[src/rtl/dma_cpl_router.sv]
// Completion-return router: records {chan, len} of every accepted DMA request and
// turns each in-order engine completion into a one-hot done pulse. Optional macro: DMA_CPL_STATS_EN.
module dma_cpl_router #(
    parameter int N_SPLIT_CHAN  = 4,
    parameter int N_OUTSTANDING = 16,
    parameter int LEN_BITS      = 28,
    localparam int CB = (N_SPLIT_CHAN > 1) ? $clog2(N_SPLIT_CHAN) : 1,
    localparam int OB = (N_OUTSTANDING > 1) ? $clog2(N_OUTSTANDING) : 1
) (
    input  logic                       aclk,
    input  logic                       areset,
    input  logic                       issue_valid,
    input  logic [CB-1:0]              issue_chan,
    input  logic [LEN_BITS-1:0]        issue_len,
    input  logic                       cpl_valid,
    output logic                       issue_stall,
    output logic [N_SPLIT_CHAN-1:0]    m_cpl_valid,
    output logic [LEN_BITS-1:0]        m_cpl_len,
    output logic [OB:0]                outstanding,
    output logic                       err_overflow,
    output logic                       err_underflow,
    output logic [N_SPLIT_CHAN*32-1:0] cpl_count
);

    localparam logic [OB:0] FULL_CNT = (OB+1)'(N_OUTSTANDING);
    localparam logic [CB:0] CHAN_LIM = (CB+1)'(N_SPLIT_CHAN);

    logic [CB-1:0]       chan_mem [N_OUTSTANDING];
    logic [LEN_BITS-1:0] len_mem  [N_OUTSTANDING];

    logic [OB-1:0] wr_ptr;
    logic [OB-1:0] rd_ptr;
    logic [OB:0]   count;
    logic [OB:0]   count_nxt;

    logic full;
    logic empty;
    logic chan_ok;
    logic wr_ok;
    logic rd_ok;

    logic [CB-1:0]       rd_chan;
    logic [LEN_BITS-1:0] rd_len;

    // Decisions use the registered count only, so a same-cycle issue can never feed a completion.
    assign full    = (count == FULL_CNT);
    assign empty   = (count == '0);
    assign chan_ok = ({1'b0, issue_chan} < CHAN_LIM);
    assign wr_ok   = issue_valid && !full && chan_ok;
    assign rd_ok   = cpl_valid && !empty;

    assign rd_chan = chan_mem[rd_ptr];
    assign rd_len  = len_mem[rd_ptr];

    assign count_nxt = count + (OB+1)'(wr_ok) - (OB+1)'(rd_ok);

    always_ff @(posedge aclk) begin
        if (wr_ok) begin
            chan_mem[wr_ptr] <= issue_chan;
            len_mem[wr_ptr]  <= issue_len;
        end
    end

    always_ff @(posedge aclk) begin
        if (areset) begin
            wr_ptr        <= '0;
            rd_ptr        <= '0;
            count         <= '0;
            issue_stall   <= 1'b0;
            err_overflow  <= 1'b0;
            err_underflow <= 1'b0;
        end else begin
            if (wr_ok) begin
                wr_ptr <= wr_ptr + OB'(1);
            end
            if (rd_ok) begin
                rd_ptr <= rd_ptr + OB'(1);
            end
            count       <= count_nxt;
            issue_stall <= (count_nxt == FULL_CNT);
            if (issue_valid && !wr_ok) begin
                err_overflow <= 1'b1;
            end
            if (cpl_valid && empty) begin
                err_underflow <= 1'b1;
            end
        end
    end

    // Length holds its last value between pulses; only meaningful while m_cpl_valid is set.
    always_ff @(posedge aclk) begin
        if (areset) begin
            m_cpl_valid <= '0;
            m_cpl_len   <= '0;
        end else begin
            for (int i = 0; i < N_SPLIT_CHAN; i++) begin
                m_cpl_valid[i] <= rd_ok && (rd_chan == CB'(i));
            end
            if (rd_ok) begin
                m_cpl_len <= rd_len;
            end
        end
    end

    assign outstanding = count;

`ifdef DMA_CPL_STATS_EN
    for (genvar g = 0; g < N_SPLIT_CHAN; g++) begin : g_stats
        logic [31:0] cnt;

        always_ff @(posedge aclk) begin
            if (areset) begin
                cnt <= '0;
            end else if (m_cpl_valid[g]) begin
                cnt <= cnt + 32'd1;
            end
        end

        assign cpl_count[32*g +: 32] = cnt;
    end
`else
    assign cpl_count = '0;
`endif

endmodule

[config.mk]
export PLATFORM = sky130hd
export DESIGN_NAME = dma_cpl_router
export DESIGN_NICKNAME = d
export VERILOG_FILES = /design/src/rtl/dma_cpl_router.sv
export SDC_FILE = /design/constraint.sdc
export NUM_CORES = 1
export LEC_CHECK = 0
export BUFFER_PORTS_ARGS = -buffer_cell sky130_fd_sc_hd__buf_2
export CAP_MARGIN = 15
export CORE_AREA = 3 3 193 195
export DETAILED_ROUTE_END_ITERATION = 6
export DIE_AREA = 0 0 196 198
export HOLD_SLACK_MARGIN = 0.08
export PLACE_DENSITY = 0.82
export SYNTH_ARGS = -nofsm -noshare
export SYNTH_HDL_FRONTEND = slang
export SYNTH_SLANG_ARGS = --single-unit
[constraint.sdc]
create_clock -name aclk -period 10.8 [get_ports aclk]
set_input_delay 2.16 -clock aclk [delete_from_list [all_inputs] [get_ports aclk]]
set_output_delay 2.16 -clock aclk [all_outputs]
set_load 0.1 [all_outputs]
==> results of run 1 <==
[through the flow]
step	area (um2)	cells	worst slack (ps)	hold WS (ps)	utilization, %
after global routing	23300	1713	6840	490	65.5
after CTS	23300	1712	7010	463	65.5
final	23300	1713	6970	459	65.5
after detailed placement	21600	1616	6420	449	60.8
after global placement	21600	1616	6480	444	60.8
after floorplan	21800	1250	5080	477	-
[cell families after synthesis]
| group | count (synthesis) | share of synthesized area (%) |
|---|---|---|
| AO/OA/AOI/OAI | 71 | 2.24 |
| XOR/XNOR | 10 | 0.411 |
| adder cells (fa/ha/maj) | 12 | 0.739 |
| buffers and inverters | 193 | 6.28 |
| flip-flops | 532 | 72.5 |
| multiplexers | 150 | 14.0 |
| other | 1 | 0.0176 |
| AND/OR/NAND/NOR | 154 | 3.84 |
[per-layer routing]
metal	up-vias	track usage, %	routed length, um
li1	4329	-	-
met1	5224	28.4	16000
met2	509	38.7	22400
met3	97	3.47	3060
met4	0	9.29	1360
met5	-	0	0
[state kept, by name, summed over array words and instances, names as in the netlist, 4 cells and up, named ones only]
signal / cells
len_mem: 448
chan_mem: 32
m_cpl_len: 28
outstanding: 5
m_cpl_valid: 4
rd_ptr: 4
wr_ptr: 4
[critical path: stages]
cell and delay [ps]:
buf_2 130, nand2_1 260, nor3b_1 450, and2_2 1000
[cell type report]
class	instances	area [um2]	share of cell area, %
flip-flops and latches	532	15500	66.3
well taps	461	577	2.47
clock buffers	67	1390	5.95
inverters	13	48.8	0.209
clock inverters	29	305	1.31
repair buffers	85	455	1.95
multi-input cells	525	5070	21.7
diodes	1	2.50	0.0107
[synthesized netlist by cell type, types with 2 or more instances]
cell type | number | area, um2
nor2_1 | 46 | 173
buf_8 | 2 | 30.0
mux2_2 | 3 | 33.8
nand4_1 | 4 | 25.0
clkbuf_1 | 15 | 56.3
nand3_1 | 5 | 25.0
a211o_1 | 28 | 245
nor4b_1 | 2 | 17.5
dfxtp_1 | 52 | 1040
nand3b_1 | 2 | 15.0
nand2b_1 | 29 | 181
buf_6 | 7 | 78.8
inv_1 | 12 | 45.0
buf_4 | 133 | 998
nor2b_1 | 3 | 18.8
ha_1 | 11 | 138
mux2i_1 | 29 | 290
mux4_2 | 118 | 2660
buf_2 | 19 | 95.1
and2_1 | 9 | 56.3
xnor2_1 | 6 | 52.6
xor2_1 | 4 | 35.0
or4b_1 | 3 | 30.0
nor3b_1 | 4 | 30.0
nor4_1 | 4 | 25.0
edfxtp_1 | 480 | 14400
a21oi_1 | 37 | 185
nand2_1 | 35 | 131
buf_1 | 3 | 11.3
[power groups by stage]
stage               clock network [mW]  registers (mW)  logic [mW]
floorplan                            0            2.81       0.577
global route                      1.89            2.45        1.13
global placement                     0            2.48        1.05
finish                            1.79            2.44        1.08
detailed placement                   0            2.48        1.07
CTS                               1.81            2.44        1.08
[worst max-delay path by stage]
stage	to	depth (start not counted)	slack, ps	from
2_1_floorplan	chan_mem[0][0]	2	5080	issue_valid
3_3_place_gp	issue_stall	10	6480	issue_valid
3_5_place_dp	issue_stall	10	6420	issue_valid
4_1_cts	issue_stall	10	7010	issue_valid
5_1_grt	issue_stall	10	6840	issue_valid
6_report	len_mem[4][27]	4	6970	issue_valid
==> results.toml, run 1 <==
[setup_path]
critPathKind = "primary input to flip-flop"
r2r_cells = 13
rr_endpoint = "issue_stall"
crit_arrival_ps = 4020
reg2reg_from = "outstanding[3]"
start_kind = "primary input"
worst_setup_path_end_kind = "flip-flop"
cp_max_fo = 30
required_ps = 10990
ff2ff_setup_slack_ps = 7600

[clock_network]
post_cts_buffers = 0
cts.sinks = 532
clk_latency_ps = 590
post_cts_resized = 0
cts_tree = "yes"
clockBufferDepth = 3
cts_hold_buf = 0
clock-root-buffer = "clkbuf_16"
cts_buffers = 51
htreeDepth = 2
path_clk_slew_ps = 60

[cells_and_area]
fillers = 2252
most-common-layout-cells = "480 x edfxtp_1, 128 x conb_1, 118 x mux4_2"
nNetsFinal = 1254
final_common_cell = "edfxtp_1"
area_delta_synth_final_pct = 9.34
drive_gt1_share_pct = 24.4

[global_route]
overflow = 0
grt_max_degree = 72
grtUsageTotal_pct = 22.3
grt_pass1_vias = 10400
grt_pass1_wl_um = 64100
antenna_found_initial = 1

[floorplan]
io_pins = 202
dieArea_mm2 = 0.0388
num_rows = 69
fp.dieW_um = 196
initial_utilization_pct = 59.9
fp.dieH_um = 198
core_mm2 = 0.0356

[routing]
ant_nets = 0
dr.pass1.iters = 5
dr.first_iter.drc_count = 929
vias_per_cell = 5.93
wirelength_um = 42800
drc = 0
vias = 10200
routedWlPerCell_um = 25.0

[logic_synthesis]
ys_ff_latch = 532
synth-warning-count = 0
syn_inst = 1123
avgSynthCellArea_um2 = 19.0
synth_edf_count = 480
async_flop_share_pct = 0
synth_area_mm2 = 0.0213
yosysUniqueCellTypes = 47
yosysSeqAreaShare_pct = 72.5
synthFlopType = "edfxtp_1"

[power_and_ir_drop]
power.density_mw_per_mm2 = 228
seqPwrFrac_pct = 46.0
swShare_pct = 31.5
p_int_mw = 3.64
peakVddDrop_v = 0.000226
total_power_mw = 5.31
leakagePower_nw = 7.89
power_frac_clock_pct = 33.7
pwr-share-comb_pct = 20.4
power_switching_mw = 1.67

[timing]
rsz0062_at_grt = "false"
slew_headroom_pct = 23.0
min_period_ps = 3830
fin_crit_sh_pct = 35.4
slew_viol_final = 0
skew_ps = 18.7
setup_viol = 0
finalHoldViolations = 0
fin_tns_setup_ps = 0
tightest_slew_ps = 1150
max_freq_mhz = 261

[placed_design]
port_buffers = 73
gp_congestion = 0.721
place_hpwl_um = 21900

[worst_hold_path]
min_path_type = "flip-flop to flip-flop"
hold_path_end = "m_cpl_len[11]"
hold_depth = 1
min_from = "m_cpl_len[11]"

[outcome]
status = "completed"

[job]
cap_violations = 0
No activity file was read; power rests on OpenSTA's default activity.
==> run 2, diff against run 1 <==
Settings changed: CORE_AREA 3 3 193 195 to 3 3 205 207, DIE_AREA 0 0 196 198 to 0 0 208 210, PLACE_DENSITY 0.82 to 0.77.
Clock period 10.8 ns to 3.2 ns, I/O delays scaled along.
==> results.toml, run 2 (synthesis results as in run 1) <==
[cells_and_area]
area_delta_synth_final_pct = 11.7
reg_top3 = "len_mem x448, chan_mem x32, m_cpl_len x28"
largest_register_ffs = 448
drive_gt1_share_pct = 26.5
most-common-layout-cells = "480 x edfxtp_1, 128 x conb_1, 118 x mux4_2"
final_common_cell = "edfxtp_1"
fin_util_pct = 58.7
nNetsFinal = 1281
largest_register = "len_mem"
fillers = 2898

[timing]
setup_slack_ps = 233
fin_crit_sh_pct = 92.7
fin_tns_setup_ps = 0
setup_viol = 0
slew_viol_final = 0
tightest_slew_ps = 676
min_period_ps = 2970
max_freq_mhz = 337
slew_headroom_pct = 55.0
rsz0062_at_grt = "false"
skew_ps = 24.4
finalHoldViolations = 0

[power_and_ir_drop]
peakVddDrop_v = 0.000461
swShare_pct = 31.8
power_frac_clock_pct = 33.6
p_int_mw = 12.3
leakagePower_nw = 8.08
power_switching_mw = 5.71
pwr-share-comb_pct = 20.5
power.density_mw_per_mm2 = 754
seqPwrFrac_pct = 45.9

[setup_path]
start_kind = "flip-flop"
critPathKind = "flip-flop to flip-flop"
required_ps = 3700
slowest_stage = "or4b_1"
max_stage_delay_ps = 490
cp_max_fo = 4
worstPathCellList = "inv_1 > ha_1 > or4b_1 > nand2_2 > inv_2 > ha_1 > inv_1 > ha_1 > fa_1 > a21oi_1 > o21bai_1 > xnor2_1 > nor4b_2"
worst_setup_path_end_kind = "flip-flop"
crit_arrival_ps = 3470
cp_common_cell = "ha_1"

[routing]
drc = 0
vias = 10200
vias_per_cell = 5.61
dr.pass1.iters = 4
wirelength_um = 42900
routedWlPerCell_um = 23.6
dr.first_iter.drc_count = 871
ant_nets = 0

[clock_network]
post_cts_buffers = 0
clk_latency_ps = 600
htreeDepth = 2
path_clk_slew_ps = 60
clockBufferDepth = 3
clock-root-buffer = "clkbuf_16"
cts_tree = "yes"
cts.sinks = 532
cts_buffers = 54
post_cts_resized = 0
cts_hold_buf = 0

[job]
cap_violations = 0

[floorplan]
fp.dieH_um = 210
initial_utilization_pct = 52.6
num_rows = 74
io_pins = 202
fp.dieW_um = 208
dieArea_mm2 = 0.0437
core_mm2 = 0.0406

[global_route]
grt_pass1_wl_um = 65100
grtUsageTotal_pct = 19.8
grt_max_degree = 51
overflow = 0
grt_pass1_vias = 10400
antenna_found_initial = 4

[worst_hold_path]
min_path_type = "primary input to flip-flop"

[placed_design]
pre_cts_ws_ps = 186
port_buffers = 73
gp_congestion = 0.762
place_hpwl_um = 23500

[outcome]
status = "completed"
run 2: cell types whose count changed in the layout (fill, tap and decap cells not counted), sizes merged:
cell and change:
inv +4, buf +24, clkbuf +6, bufinv -4
run 2: power groups by stage:
stage                     sequential (mW)  clock, mW  combinational (mW)
final                                8.25       6.03                3.69
after global placement               8.37          0                3.65
after floorplan                      9.50          0                1.97
after CTS                            8.25       6.15                3.71
after detailed placement             8.39          0                3.69
after global routing                 8.29       6.43                3.87
run 2: final timing paths:
path,endpoint,slack [ps],startpoint,cells after the start
worst max-delay path,issue_stall,230,outstanding[2],13
worst min-delay path,wr_ptr[1],370,issue_valid,3
worst max register to register,issue_stall,230,outstanding[2],13
worst min register to register,m_cpl_len[19],460,m_cpl_len[19],1
run 2: worst max-delay path: cells and delay by family (launching register included):
| family | cells | cell delay [ps] |
|---|---|---|
| XOR/XNOR | 1 | 160 |
| flip-flops | 1 | 340 |
| AO/OA/AOI/OAI | 2 | 260 |
| adder cells (fa/ha/maj) | 4 | 1110 |
| AND/OR/NAND/NOR | 3 | 820 |
| buffers and inverters | 3 | 200 |
run 2: layout make-up:
| class | instances | area (um2) | area share, % |
|---|---|---|---|
| well taps | 532 | 666 | 2.79 |
| inverters | 13 | 48.8 | 0.205 |
| diodes | 1 | 2.50 | 0.0105 |
| clock buffers | 73 | 1500 | 6.31 |
| repair buffers | 109 | 798 | 3.35 |
| flip-flops and latches | 532 | 15500 | 65.0 |
| clock inverters | 29 | 214 | 0.898 |
| multi-input cells | 525 | 5110 | 21.5 |
run 2: routing by layer:
| metal | up-vias | GRT usage, % | routed length, um |
|---|---|---|---|
| met5 | - | 0 | 34 |
| met4 | 6 | 6.02 | 1090 |
| met3 | 79 | 4.06 | 3110 |
| met2 | 409 | 34.0 | 22100 |
| met1 | 5304 | 25.9 | 16600 |
| li1 | 4379 | - | - |
run 2: per-stage QoR:
stage	instance area, um2	total power [mW]	instances	hold slack, ps
after floorplan	21900	11.5	1250	477
after global placement	22100	12.0	1711	442
after detailed placement	22100	12.1	1711	445
after CTS	23800	18.1	1813	340
after global routing	23800	18.6	1814	355
final	23800	18.0	1814	367
